**src/rtl/gray_updown_counter.sv**
```systemverilog
// Parametrised up/down Gray-code counter with enable, synchronous load,
// wrap/saturate end handling, boundary flags and a binary shadow count.
module gray_updown_counter #(
  parameter int unsigned WIDTH     = 3,
  parameter int unsigned SATURATE  = 0,
  parameter int unsigned RESET_VAL = 0
) (
  input  logic             clk,
  input  logic             rst,
  input  logic             en,
  input  logic             dir,
  input  logic             load,
  input  logic [WIDTH-1:0] load_val,
  output logic [WIDTH-1:0] gray_out,
  output logic [WIDTH-1:0] bin_out,
  output logic             at_min,
  output logic             at_max,
  output logic             wrap
);

  localparam logic [WIDTH-1:0] MAX_VAL   = {WIDTH{1'b1}};
  localparam logic [WIDTH-1:0] RESET_BIN = WIDTH'(RESET_VAL);
  localparam logic [WIDTH-1:0] RESET_GRY = RESET_BIN ^ (RESET_BIN >> 1);

  logic [WIDTH-1:0] bin_d;
  logic [WIDTH-1:0] gray_d;
  logic             wrap_d;

  // Next count: load beats enable; ends either wrap (with pulse) or hold.
  always_comb begin
    bin_d  = bin_out;
    wrap_d = 1'b0;
    if (load) begin
      bin_d = load_val;
    end else if (en) begin
      if (!dir) begin
        if (bin_out == MAX_VAL) begin
          if (SATURATE == 0) begin
            bin_d  = '0;
            wrap_d = 1'b1;
          end
        end else begin
          bin_d = bin_out + WIDTH'(1);
        end
      end else begin
        if (bin_out == '0) begin
          if (SATURATE == 0) begin
            bin_d  = MAX_VAL;
            wrap_d = 1'b1;
          end
        end else begin
          bin_d = bin_out - WIDTH'(1);
        end
      end
    end
    gray_d = bin_d ^ (bin_d >> 1);
  end

  always_ff @(posedge clk or negedge rst) begin
    if (!rst) begin
      bin_out  <= RESET_BIN;
      gray_out <= RESET_GRY;
      wrap     <= 1'b0;
    end else begin
      bin_out  <= bin_d;
      gray_out <= gray_d;
      wrap     <= wrap_d;
    end
  end

  // Boundary flags decode the registered count directly, so they track reset and load.
  assign at_min = (bin_out == '0);
  assign at_max = (bin_out == MAX_VAL);

endmodule

```
**config.mk**
```make
export PLATFORM = sky130hd
export DESIGN_NAME = gray_updown_counter
export DESIGN_NICKNAME = d
export VERILOG_FILES = /design/src/rtl/gray_updown_counter.sv
export SDC_FILE = /design/constraint.sdc
export NUM_CORES = 1
export LEC_CHECK = 0
export BUFFER_PORTS_ARGS = -buffer_cell sky130_fd_sc_hd__buf_2
export CORE_AREA = 4 4 41 43
export CTS_BUF_LIST = sky130_fd_sc_hd__clkbuf_8
export DETAILED_ROUTE_END_ITERATION = 10
export DIE_AREA = 0 0 45 47
export GPL_TIMING_DRIVEN = 0
export PLACE_DENSITY = 0.63
export SKIP_CTS_REPAIR_TIMING = 1
export SLEW_MARGIN = 10
export SYNTH_ARGS = -nofsm -noshare
export SYNTH_HDL_FRONTEND = slang
export SYNTH_SLANG_ARGS = --single-unit
```
**constraint.sdc**
```tcl
create_clock -name clk -period 2.15 [get_ports clk]
set_input_delay 0.5375 -clock clk [delete_from_list [all_inputs] [get_ports clk]]
set_output_delay 0.5375 -clock clk [all_outputs]
set_load 0.1 [all_outputs]
```
# Word-level counts from Yosys, hierarchy flattened
# Cells that the tools add are included.
# Widths: inputs -> output; s select.
[word_totals]
elab_cells = 18
mem_bits_ro = 0
inputBits = 8
ff_bits = 7
ram_bits = 0
n_memories = 0
latch_bits = 0
[classes]
eq_ne = 1
n_mux = 10
addsub = 2
shifts = 0
n_mul = 0
magnitude_cmp = 0
div_mod_pow = 0
bitwise_logic = 1
n_reduce_logical = 1
[ops]
columns = ["cell", "count"]
rows = [
  ["$mux 3", 5],
  ["$mux 1", 5],
  ["$add 3x1->3 const B", 1],
  ["$eq 3x3->1 const B", 1],
  ["$logic_not 3->1", 1],
  ["$sub 3x1->3 const B", 1],
  ["$xor 3x2->3", 1],
]

# Depth between registers and ports, before layout
# Gate-level depths: netlist of the first run.
[depth]
depth_word = 6
mapped_depth = 6
ltp_nobuf = 6

# Least setup slack after synthesis of the first run
# OpenSTA, ideal clock, no wires.
[synth_timing]
kind = "reg2reg"
from = "register bin_out[0]"
to = "register gray_out[0]"
path_buffers = 0
required_time_ns = 2.019
path_stages_with_launch = 7
period_less_slack_ns = 2.610
setup_slack_ns = -0.460
arrival_ns = 2.479
path_cell_list = "dfrtp_1 -> ha_1 -> ha_1 -> nor2_1 -> nor2_1 -> a221oi_2 -> xnor2_1"
[synth_via]
elab_chain_cells = 6
word_cells_on_any_way = 10
[synth_rtl]
columns = ["element", "line_no", "text"]
rows = [
  ["start, declared", "15", "output logic [WIDTH-1:0] bin_out,"],
  ["start signal, assigned", "65", "bin_out <= bin_d;"],
  ["$eq 3x3->1", "n/a", ""],
  ["net at_max", "17", "output logic at_max,"],
  ["$mux 3", "37", "if (bin_out == MAX_VAL) begin"],
  ["$mux 3", "36", "if (!dir) begin"],
  ["$mux 3", "35", "end else if (en) begin"],
  ["$mux 3", "33", "if (load) begin"],
  ["net bin_d[0]", "25", "logic [WIDTH-1:0] bin_d;"],
  ["$xor 3x2->3", "56", "gray_d = bin_d ^ (bin_d >> 1);"],
  ["net gray_d[0]", "26", "logic [WIDTH-1:0] gray_d;"],
  ["end signal, assigned", "66", "gray_out <= gray_d;"],
  ["end, declared", "14", "output logic [WIDTH-1:0] gray_out,"],
]
# The timed path passes the listed nets, and every way through them passes these cells.

# Worst setup path in the final report of the first run
[layout_timing]
from = "register bin_out[0]"
to = "output port at_min"
[layout_via]
elab_chain_cells = 1
[layout_rtl]
columns = ["element", "line_no", "text"]
rows = [
  ["$logic_not 3->1", "72", "assign at_min = (bin_out == '0);"],
  ["end, declared", "16", "output logic at_min,"],
]
# No other way between the ends.

==> out/summary.md, run 1 <==
The flow ran to the end, and the final reports show no timing, DRC or antenna violations. In this run the deepest clock path goes through 2 buffers. After detailed routing, the number of vias per cell comes to 4.29.

In this run the power density over the cells is 1140 nW/um^2. For the hold violation total from the final report, the log shows 0. The area added between synthesis and finish came out at 40.1%. The tools report the worst-skew pair later-pin latency as 0.22 ns. The run gives 288 as the number of global-route vias before repair. During I/O placement, the number of pins put on the boundary was 17.

Setup repair after global routing left no endpoint under its margin. The die covers 2120 um^2. The most common library cell in the layout ignoring fill and taps was sky130_fd_sc_hd__buf_2. Headroom to the max-slew limit came out at 67.8%. The run gives 0.708 as the final RePlAce weighted congestion. The post-synthesis net count was 49; the share of post-route cells with drive strength above 1 was 47.4%. Among cell families on the critical path, the largest total delay comes from buffers and inverters. For this run, the register share of the synthesized area comes to 40.1%.

The final layout contains routed wiring with a total length of 800 um. The number of max-slew violations in the final report was 0; the chip width was 45 um. The number of buffers and inverters on the critical path is 2. The run gives 28.8% as the starting density of the core.

In the final routed layout, each cell accounts on average for 11.1 um. Of all nets on the critical path, the largest fanout is 5. The run gives 479 um^2 as the cell area reported after detailed placement.

The library cells used most frequently in the layout, excluding fill and tap cells, are sky130_fd_sc_hd__buf_2 (16), sky130_fd_sc_hd__inv_1 (7), sky130_fd_sc_hd__nor2_1 (4). The transition time of the tightest slew-check pin is 0.486 ns. The cell count after synthesis came out at 37.

The largest net degree at the start of global routing was 8; the count of H-tree levels built during CTS was 1. The worst path needs 2.05 ns of the cycle, external delays included. IR analysis of the VDD net gives a maximum drop of 0.512 mV.

The critical path goes through inv_1, ha_1, and2b_2, buf_2. The required time of the critical path was 1.61 ns; the initial antenna violation count was 0. The number of synthesized register bits was 6; the iteration-0 DRC count of the detailed router was 2. Data arrives at the worst endpoint at 1.51 ns.

Counting distinct cell types in the post-synthesis netlist gives 15. The net count of the finished layout is 70. The floorplan has 13 rows. In this run the static leakage power is 0.277 nW.

The category of the most critical setup path is flip-flop to output port. The floorplan step set the die height to 47 um. The worst clock skew on the final layout is 0.00122 ns. Detailed placement ended at an HPWL of 659 um. After filler insertion, the fill cell instance count of the layout stands at 137. The logs give 0 for the DRC violation count after routing and 374 um^2 for the cell area after synthesis.

The global-route wire length before repair was 1210 um; the global-route congestion overflow total was 0. The largest individual stage delay along the critical path comes from the cell sky130_fd_sc_hd__dfrtp_2. Upper clock frequency limit: 489 MHz. The count of nets left with antenna violations once routing finished came out at 0. A synthesized cell averages 10.1 um^2. The kind of launch point of the worst setup path is a flip-flop. Across the run, the number of max-cap violations was 0. Global routing consumed, over all layers together, 8.43% of the routing resources. The tools report the placeable core area as 1300 um^2. Setup violations remaining at the end of the flow were counted as 0. The tree is rooted in a sky130_fd_sc_hd__clkbuf_8.

Detailed routing inserted a total of 309 vias. The number of antenna diodes is 0. Clock-pin slew was measured on the worst setup and hold paths at 0.04 ns. The peak per-stage delay on the critical path is 0.42 ns, and the iteration count of the initial detailed-routing pass is 2. The tightest min-delay check is of the input port to async pin type. The number of input and output port buffers inserted is 16, and the count of warnings emitted by yosys is 0. Dividing the final minimum period by the clock period gives 95.2%. The tools report the total clock buffers created by CTS as 3. TritonCTS built the clock tree. The finished cells cover 524 um^2.

The setup total negative slack was 0 ns; the clock sink total was 6. The worst setup path is captured at an output port.
-- path summary, 6_finish.rpt --
path | to | slack (ns) | start | cells past startpoint
max | at_min | 0.10 | bin_out[0] | 4
min | bin_out[0] | 0.14 | rst | 1
max reg2reg | gray_out[0] | 0.54 | bin_out[0] | 6
min reg2reg | bin_out[2] | 0.67 | bin_out[2] | 2
max in group asynchronous | bin_out[1] | 1.85 | rst | 1
min in group clk | bin_out[2] | 0.59 | load_val[2] | 3
-- power breakdown --
group          internal (mW)  switching [mW]
clock                  0.123          0.0514
combinational         0.0552           0.224
sequential             0.132          0.0131
total                  0.310           0.288
-- registers in the layout, indices dropped and copies added, names as in the netlist --
signal / cells
bin_out: 3
wrap: 1
gray_out: 2
-- cell type report --
cell class	count	area, um^2	area share, %
multi-input combinational	24	196	37.5
sequential	6	154	29.4
timing repair buffer	16	80.1	15.3
clock buffer	3	41.3	7.88
inverter	6	22.5	4.30
tap	15	18.8	3.58
buffer	1	7.51	1.43
clock inverter	1	3.75	0.716
-- Yosys cell counts --
master	n	area, um^2
sky130_fd_sc_hd__a211o_1	1	8.76
sky130_fd_sc_hd__a211oi_1	1	7.51
sky130_fd_sc_hd__a21oi_1	2	10.0
sky130_fd_sc_hd__a221oi_2	2	30.0
sky130_fd_sc_hd__and2b_2	1	8.76
sky130_fd_sc_hd__buf_4	1	7.51
sky130_fd_sc_hd__dfrtp_1	6	150
sky130_fd_sc_hd__ha_1	4	50.1
sky130_fd_sc_hd__inv_1	6	22.5
sky130_fd_sc_hd__mux2i_1	1	10.0
sky130_fd_sc_hd__nor2_1	4	15.0
sky130_fd_sc_hd__nor3_1	3	15.0
sky130_fd_sc_hd__o21ai_0	1	5.00
sky130_fd_sc_hd__or2b_1	1	7.51
sky130_fd_sc_hd__xnor2_1	3	26.3
-- kinds of logic after synthesis --
logic type,after synthesis,synth area share (%)
adders and majority gates,4,13.4
AOI/OAI and AO/OA,7,16.4
and+or+nand+nor,9,12.4
xor gates and xnor gates,3,7.02
DFF,6,40.1
buffers and inverters,7,8.03
muxes,1,2.68
-- metal layers --
metal  wire (um)  global-route usage (%)
met5           0                       0
met4           0                    3.51
met1         333                    8.82
met3          80                    5.75
met2         386                    13.3
-- stage by stage --
| stage | hold WS [ns] | instances | setup slack (ns) | power [mW] | utilization [%] |
|---|---|---|---|---|---|
| 2_1_floorplan | 0.242 | 37 | 0.0604 | 0.380 | - |
| 3_3_place_gp | 0.364 | 68 | 0.349 | 0.424 | 36.8 |
| 3_5_place_dp | 0.371 | 68 | 0.335 | 0.428 | 36.8 |
| 4_1_cts | 0.134 | 72 | 0.0947 | 0.607 | 40.3 |
| 5_1_grt | 0.139 | 72 | 0.0442 | 0.626 | 40.3 |
| 6_report | 0.136 | 72 | 0.104 | 0.598 | 40.3 |
No activity file was read; power rests on OpenSTA's default activity.
==> run 2, diff against run 1 <==
--- a/config.mk
+++ b/config.mk
@@ -17,3 +17,4 @@
 export SYNTH_ARGS = -nofsm -noshare
 export SYNTH_HDL_FRONTEND = slang
 export SYNTH_SLANG_ARGS = --single-unit
+export TNS_END_PERCENT = 1
==> constraint.sdc (replaced) <==
create_clock -name clk -period 2.15 [get_ports clk]
set_input_delay 0.5375 -clock clk [delete_from_list [all_inputs] [get_ports clk]]
set_output_delay 0.5375 -clock clk [all_outputs]
set_load 0.01 [all_outputs]
==> run 2 against run 1 <==
  * First-iteration DRC count grew to 2.5 times the previous value
  * Global-route usage hardly changed
  * Cell area is 1.9% lower
  * Largest cell class unchanged
  * Non-clock buffer count stayed put
  * Clock power decreased by 5%
  * Maximum frequency rose by 12%
==> out/summary.md, run 2 (synthesized netlist as in run 1, its figures left out) <==
The run finished with clean final reports. The cell count of the worst reg-to-reg path was 6 (unchanged). The largest net degree at the start of global routing was 8 (unchanged); the DRC violation count after routing was 0 (unchanged). The run gives 0.322 ns (+0.218 ns) as the slack of the critical path.

The logs give 0.129 ns (-0.00645 ns) for the hold slack and 6 (unchanged) for the clock sink total. The logs give 1.29 ns (-0.22 ns) for the data arrival time of the worst path and 473 um^2 (-1.3%) for the cell area reported after detailed placement. The post-layout utilization of the core is 39.5% (-0.77 points). In the final layout, the registers with the most flip-flops are bin_out (3), gray_out (2), wrap (1). The met3 usage was 4.60% (-1.1 points).

The master cell of the clock root buffer was sky130_fd_sc_hd__clkbuf_8. The total routed wirelength is 769 um (-3.9%). The met2 usage was 14.1% (+0.85 points); the routed via count divided by cell count was 4.41 (+2.7%).

The number of cell rows was 13 (unchanged); the height of the die was 47 um (unchanged). The post-route fraction of the period consumed by the critical path came out at 85.0% (-10 points). The power density over the cells works out to 821 nW/um^2 (-28%).

Critical register-to-register path endpoint: gray_out[1]. The global-route layer with the greatest usage is met2. The run gives 547 MHz (+12%) as the upper clock frequency limit. The number of input and output port buffers inserted was 16 (unchanged); the iteration count of the initial detailed-routing pass was 2 (unchanged). The clock slew at the register clock pins of the worst setup and hold paths is 0.04 ns (about the same), and the buffer levels on the longest clock path is 2 (unchanged).

TritonCTS built the clock tree. The count of H-tree levels built during CTS came out at 1 (unchanged). Transition time of the tightest slew-check pin: 0.345 ns (-0.141 ns). For the hold violation total from the final report, the log shows 0 (unchanged). The worst slack after detailed placement came out at 0.538 ns (+0.203 ns). Leaving out fill and tap cells, the most frequent cells in the layout are sky130_fd_sc_hd__buf_2 (16), sky130_fd_sc_hd__inv_1 (6), sky130_fd_sc_hd__dfrtp_1 (6). Setup total negative slack: 0 ns (unchanged).

Setup repair after global routing left no endpoint under its margin. The run gives 1260 um (+4.0%) as the global-route wire length before repair. The run gives 646 um (-1.8%) as the post-DP HPWL. The run gives 17 (unchanged) as the total I/O pin count.

The min-delay analysis places its worst path in the category input port to async pin. The net count of the finished layout was 70 (unchanged). The placeable core area was 1300 um^2 (unchanged); the number of global-route vias before repair was 304 (+5.6%). The run gives 0 (unchanged) as the global-route congestion overflow total. The chip width was 45 um (unchanged). Leaving out fill and tap cells, the most frequent cell in the layout is sky130_fd_sc_hd__buf_2. The logs give 0 (unchanged) for the number of antenna diodes and 3 (unchanged) for the total clock buffers created by CTS.

Counting flops per register, the top entry is bin_out. Largest fanout of any net on the critical path: 5 (unchanged). The detail-routed net length per standard cell was 10.8 um (-2.5%); the maximum vdd drop was 0.389 mV (-24%). Starting density of the core: 28.8% (unchanged). The max-slew headroom at the worst pin is 77.0% (+9.2 points). The startpoint identified for the worst register-to-register timing path is bin_out[0]. The logs give 514 um^2 (-1.9%) for the final instance area and 0 (unchanged) for the number of maximum-capacitance violations.

The logs give 0 (unchanged) for the initial antenna violation count and 0.728 (+2.9%) for the final RePlAce weighted congestion. The required time of the critical path is 1.61 ns (about the same), and the met1 layer usage reported by global route is 9.49% (+0.67 points). Flip-flop count of the largest register, all copies and words added: 3 (unchanged). The static leakage power was 0.277 nW (-0.29%); the worst-skew pair later-pin latency was 0.22 ns (about the same).

Overall fraction of global-route tracks in use: 8.43% (about the same). The number of setup violations in the final report is 0 (unchanged), and the remaining antenna violation count after routing is 0 (unchanged). For the worst clock skew on the final layout, the log shows 0.00529 ns (+0.00407 ns). The tools report the kind of launch point of the worst setup path as a flip-flop. Clock period minus final worst setup slack: 1.83 ns (-0.218 ns). Total number of vias: 313 (+1.3%). STA classifies the critical path endpoint as an output port. Iteration-0 DRC count of the detailed router: 5 (+3). The logs give 0 (unchanged) for the number of max-slew violations in the final report and 147 (+7.3%) for the number of inserted filler cells in the final layout. The share of post-route cells with drive strength above 1 was 41.1% (-6.3 points); the setup slack on the worst flop-to-flop path was 0.54 ns (about the same).

The category of the most critical setup path was flip-flop to output port. The full die area was 2120 um^2 (unchanged); the area added between synthesis and finish was 37.5%.
[run 2: worst max-delay path by stage]
stage	slack (ns)	depth (start not counted)	start	to
global route	0.24	4	bin_out[0]	at_min
CTS	0.32	4	bin_out[0]	at_min
floorplan	0.64	6	bin_out[0]	gray_out[0]
global placement	0.56	6	bin_out[0]	gray_out[1]
detailed placement	0.54	6	bin_out[0]	gray_out[1]
finish	0.32	4	bin_out[0]	at_min
[run 2: metal layers]
metal / up-vias / routed length, um
met4: 0 / 0
met3: 0 / 49
li1: 162 / -
met5: - / 0
met1: 142 / 322
met2: 9 / 397
[run 2: critical path, cell delays in order (launching register included)]
cell,delay [ns]
sky130_fd_sc_hd__dfrtp_1,0.40
sky130_fd_sc_hd__inv_1,0.10
sky130_fd_sc_hd__ha_1,0.22
sky130_fd_sc_hd__and2b_2,0.21
sky130_fd_sc_hd__buf_2,0.14
[run 2: area by class of cell]
cell class | count | area, um^2 | area share (%)
clock buffer | 3 | 41.3 | 8.03
sequential | 6 | 150 | 29.2
inverter | 6 | 22.5 | 4.38
multi-input combinational | 24 | 194 | 37.7
tap | 15 | 18.8 | 3.65
buffer | 1 | 7.51 | 1.46
timing repair buffer | 16 | 80.1 | 15.6
[run 2: per-stage QoR]
step	total power, mW	cells
global placement	0.258	68
finish	0.422	71
global route	0.452	71
detailed placement	0.260	68
floorplan	0.215	37
CTS	0.430	71
[run 2: power by group]
part | switching, mW | internal, mW | total, mW
sequential | 0.0120 | 0.131 | 0.143
combinational | 0.0590 | 0.0548 | 0.114
clock | 0.0458 | 0.120 | 0.166
==> run 3, diff against run 2 <==
--- a/config.mk
+++ b/config.mk
@@ -10,7 +10,6 @@
 export CTS_BUF_LIST = sky130_fd_sc_hd__clkbuf_8
 export DETAILED_ROUTE_END_ITERATION = 10
 export DIE_AREA = 0 0 45 47
-export GPL_TIMING_DRIVEN = 0
 export PLACE_DENSITY = 0.63
 export SKIP_CTS_REPAIR_TIMING = 1
 export SLEW_MARGIN = 10
==> run 3 against run 2 <==
  * Via count decreased by 0.64%
  * Setup slack improved by 0.0055 ns
  * Clock skew decreased by 0.0021 ns
  * Count of clock-buffer cells in the layout is the same
  * Register-to-register slack hardly changed
  * Non-clock buffer count decreased by 1
  * Combinational power down 4%
  * Sequential power is essentially flat
  * Global-route usage shrank 0.46 points
  * Cell area down 1.5%
==> out/summary.md, run 3 (synthesized netlist as in run 1, its figures left out) <==
The count of H-tree levels built during CTS came out at 1 (unchanged). The kind of end point of the critical path is an output port. The final RePlAce weighted congestion is 0.759 (+4.3%), and the largest fanout of any net on the critical path is 5 (unchanged). TritonCTS built the clock tree. The height of the die was 47 um (unchanged). The max-slew headroom at the worst pin came out at 77.8% (+0.85 points). The post-route fraction of the period consumed by the critical path was 84.8% (-0.26 points). Number of maximum-capacitance violations: 0 (unchanged). The logic gate share of total power came out at 26.4% (-0.5 points). The flip-flop count of the largest register, all copies and words added is 3 (unchanged), and the iteration count of the initial detailed-routing pass is 4 (+2). Setup slack on the worst flop-to-flop path: 0.54 ns (about the same). The maximum vdd drop is 0.278 mV (-29%), and the share of post-route cells with drive strength above 1 is 40.0% (-1.1 points).

The upper clock frequency limit is 549 MHz (+0.30%). The overall fraction of global-route tracks in use came out at 7.96% (-0.46 points). The starting density of the core came out at 28.8% (unchanged). The switching power total came out at 0.115 mW (-2.0%). The logs give 0 (unchanged) for the number of max-slew violations in the final report and 398 um (+0.25%) for the total met2 wirelength after detailed routing.

The total power draw was 0.417 mW (-1.3%). Setup repair after global routing left no endpoint under its margin. The cell count of the worst reg-to-reg path was 6 (unchanged).

More flip-flops sit in one register than any other, and that register is bin_out. The number of input and output port buffers inserted was 16 (unchanged); the data arrival time of the worst path was 1.29 ns (about the same). The post-route met1 wirelength was 326 um (+1.2%); the cell internal power dissipation was 0.302 mW (-1.0%). The required time of the critical path was 1.61 ns (about the same); the slack of the critical path was 0.327 ns (+0.00552 ns). The hold violation total from the final report is 0 (unchanged), and the clock sink total is 6 (unchanged).

The tools report the final instance area as 507 um^2 (-1.5%). The run gives 136 (-7.5%) as the number of inserted filler cells in the final layout. The detail-routed net length per standard cell was 11.1 um (+2.1%). The transition time of the tightest slew-check pin was 0.333 ns (-0.0127 ns). Top layer reached by signal wires: met3. The tools report the worst clock skew on the final layout as 0.00317 ns (-0.00212 ns).

The hold slack came out at 0.131 ns (+0.00129 ns). The routed via count divided by cell count was 4.44 (+0.78%); the clock slew at the register clock pins of the worst setup and hold paths was 0.03 ns (about the same). The logs give 17 (unchanged) for the total I/O pin count and 34.5% (+0.7 points) for the sequential share of power.

The tools report the number of antenna diodes as 0 (unchanged). The worst-skew pair later-pin latency is 0.22 ns (about the same). Leaving out fill and tap cells, the most frequent cells in the layout are sky130_fd_sc_hd__buf_2 (16), sky130_fd_sc_hd__inv_1 (6), sky130_fd_sc_hd__dfrtp_1 (6).

The area taken by multi-input logic gates was 194 um^2 (unchanged). The tools report the total routed wirelength as 774 um (+0.65%). The switching power as a share of total power is 27.5% (-0.18 points), and the area added between synthesis and finish is 35.5%.

The peak per-stage delay on the critical path was 0.40 ns (about the same); the chip width was 45 um (unchanged). The path class of the tightest hold or removal check is input port to async pin. The static leakage power came out at 0.272 nW (-1.7%). Iteration-0 DRC count of the detailed router: 10 (+5). The buffer levels on the longest clock path is 2 (unchanged), and the global-route congestion overflow total is 0 (unchanged). The remaining antenna violation count after routing was 0 (unchanged); the number of setup violations in the final report was 0 (unchanged).

Wire length on met3: 49 um (unchanged). The total number of vias was 311 (-0.64%). Worst slack after detailed placement: 0.537 ns (-0.00160 ns). The cell with the biggest individual delay on the critical path is sky130_fd_sc_hd__dfrtp_1.

The total placed cells including tap cells came out at 67 (-1.5%). Traced cell by cell, the critical path runs through inv_1, ha_1, and2b_2, buf_2. Buffering stage count on the worst path with inverters included: 2 (unchanged).

The number of global-route vias before repair was 301 (-0.99%); the placeable core area was 1300 um^2 (unchanged). The endpoint identified for the worst register-to-register timing path is gray_out[0]. Master cell of the clock root buffer: sky130_fd_sc_hd__clkbuf_8. Post-layout utilization of the core: 38.9% (-0.58 points). The clock period minus final worst setup slack works out to 1.82 ns (-0.00552 ns). The cell area reported after detailed placement was 465 um^2 (-1.6%). STA classifies the critical path startpoint as a flip-flop. The library cell used most frequently in the layout, excluding fill and tap cells, is sky130_fd_sc_hd__buf_2. The power density over the cells is 823 nW/um^2 (+0.16%).

The startpoint identified for the worst register-to-register timing path is bin_out[0]. Grouping stages by cell kind, the critical path spends the most delay in flip-flops. The logs give 0 (unchanged) for the initial antenna violation count and 0 (unchanged) for the DRC violation count after routing. Setup total negative slack: 0 ns (unchanged). Post-DP HPWL: 626 um (-3.1%). The run finished with clean final reports.

The largest net degree at the start of global routing is 8 (unchanged). The number of standard cells in the layout, taps in and fillers out was 70 (-1.4%); the full die area was 2120 um^2 (unchanged). For the number of cell rows, the log shows 13 (unchanged).

The largest registers in the layout are bin_out (3), gray_out (2), wrap (1). The tools report the net count of the finished layout as 69 (-1.4%). The critical path in this run is classified as flip-flop to output port.

For the global-route wire length before repair, the log shows 1170 um (-6.5%). For the sequential cell area, the log shows 150 um^2 (unchanged). The total clock buffers created by CTS was 3 (unchanged). The power share of the clock group is 39.1% (-0.2 points).
run 3: cell types whose count changed in the layout (fill, tap and decap cells not counted), sizes merged:
cell,previous run,this run
buf,17,16
run 3: routing by layer:
metal	global-route usage [%]	up-vias
met2	13.0	10
met4	7.02	0
li1	-	159
met3	2.68	0
met5	0	-
met1	8.14	142
run 3: worst max-delay path by stage:
stage,depth (start not counted),to,startpoint
3_5_place_dp,6,gray_out[0],bin_out[0]
6_report,4,at_min,bin_out[0]
3_3_place_gp,4,at_min,bin_out[0]
2_1_floorplan,6,gray_out[0],bin_out[0]
4_1_cts,4,at_min,bin_out[0]
5_1_grt,4,at_min,bin_out[0]
run 3: worst register-to-register path: stages (launching register included):
cell                       delay (ns)
sky130_fd_sc_hd__dfrtp_1         0.40
sky130_fd_sc_hd__inv_1           0.10
sky130_fd_sc_hd__ha_1            0.31
sky130_fd_sc_hd__xnor2_1         0.16
sky130_fd_sc_hd__a211oi_1        0.09
sky130_fd_sc_hd__a21oi_1         0.29
sky130_fd_sc_hd__xnor2_1         0.12
run 3: layout make-up:
cell class	count	share of cell area [%]
Clock buffer	3	8.15
Inverter	6	4.44
Multi-Input combinational cell	24	38.3
Sequential cell	6	29.6
Tap cell	15	3.70
Timing Repair Buffer	16	15.8
run 3: power groups by stage:
| stage | Sequential [mW] | Combinational, mW | Clock [mW] |
|---|---|---|---|
| 2_1_floorplan | 0.152 | 0.0631 | 0 |
| 3_3_place_gp | 0.145 | 0.111 | 0 |
| 3_5_place_dp | 0.145 | 0.113 | 0 |
| 4_1_cts | 0.144 | 0.113 | 0.167 |
| 5_1_grt | 0.146 | 0.124 | 0.177 |
| 6_report | 0.144 | 0.110 | 0.163 |
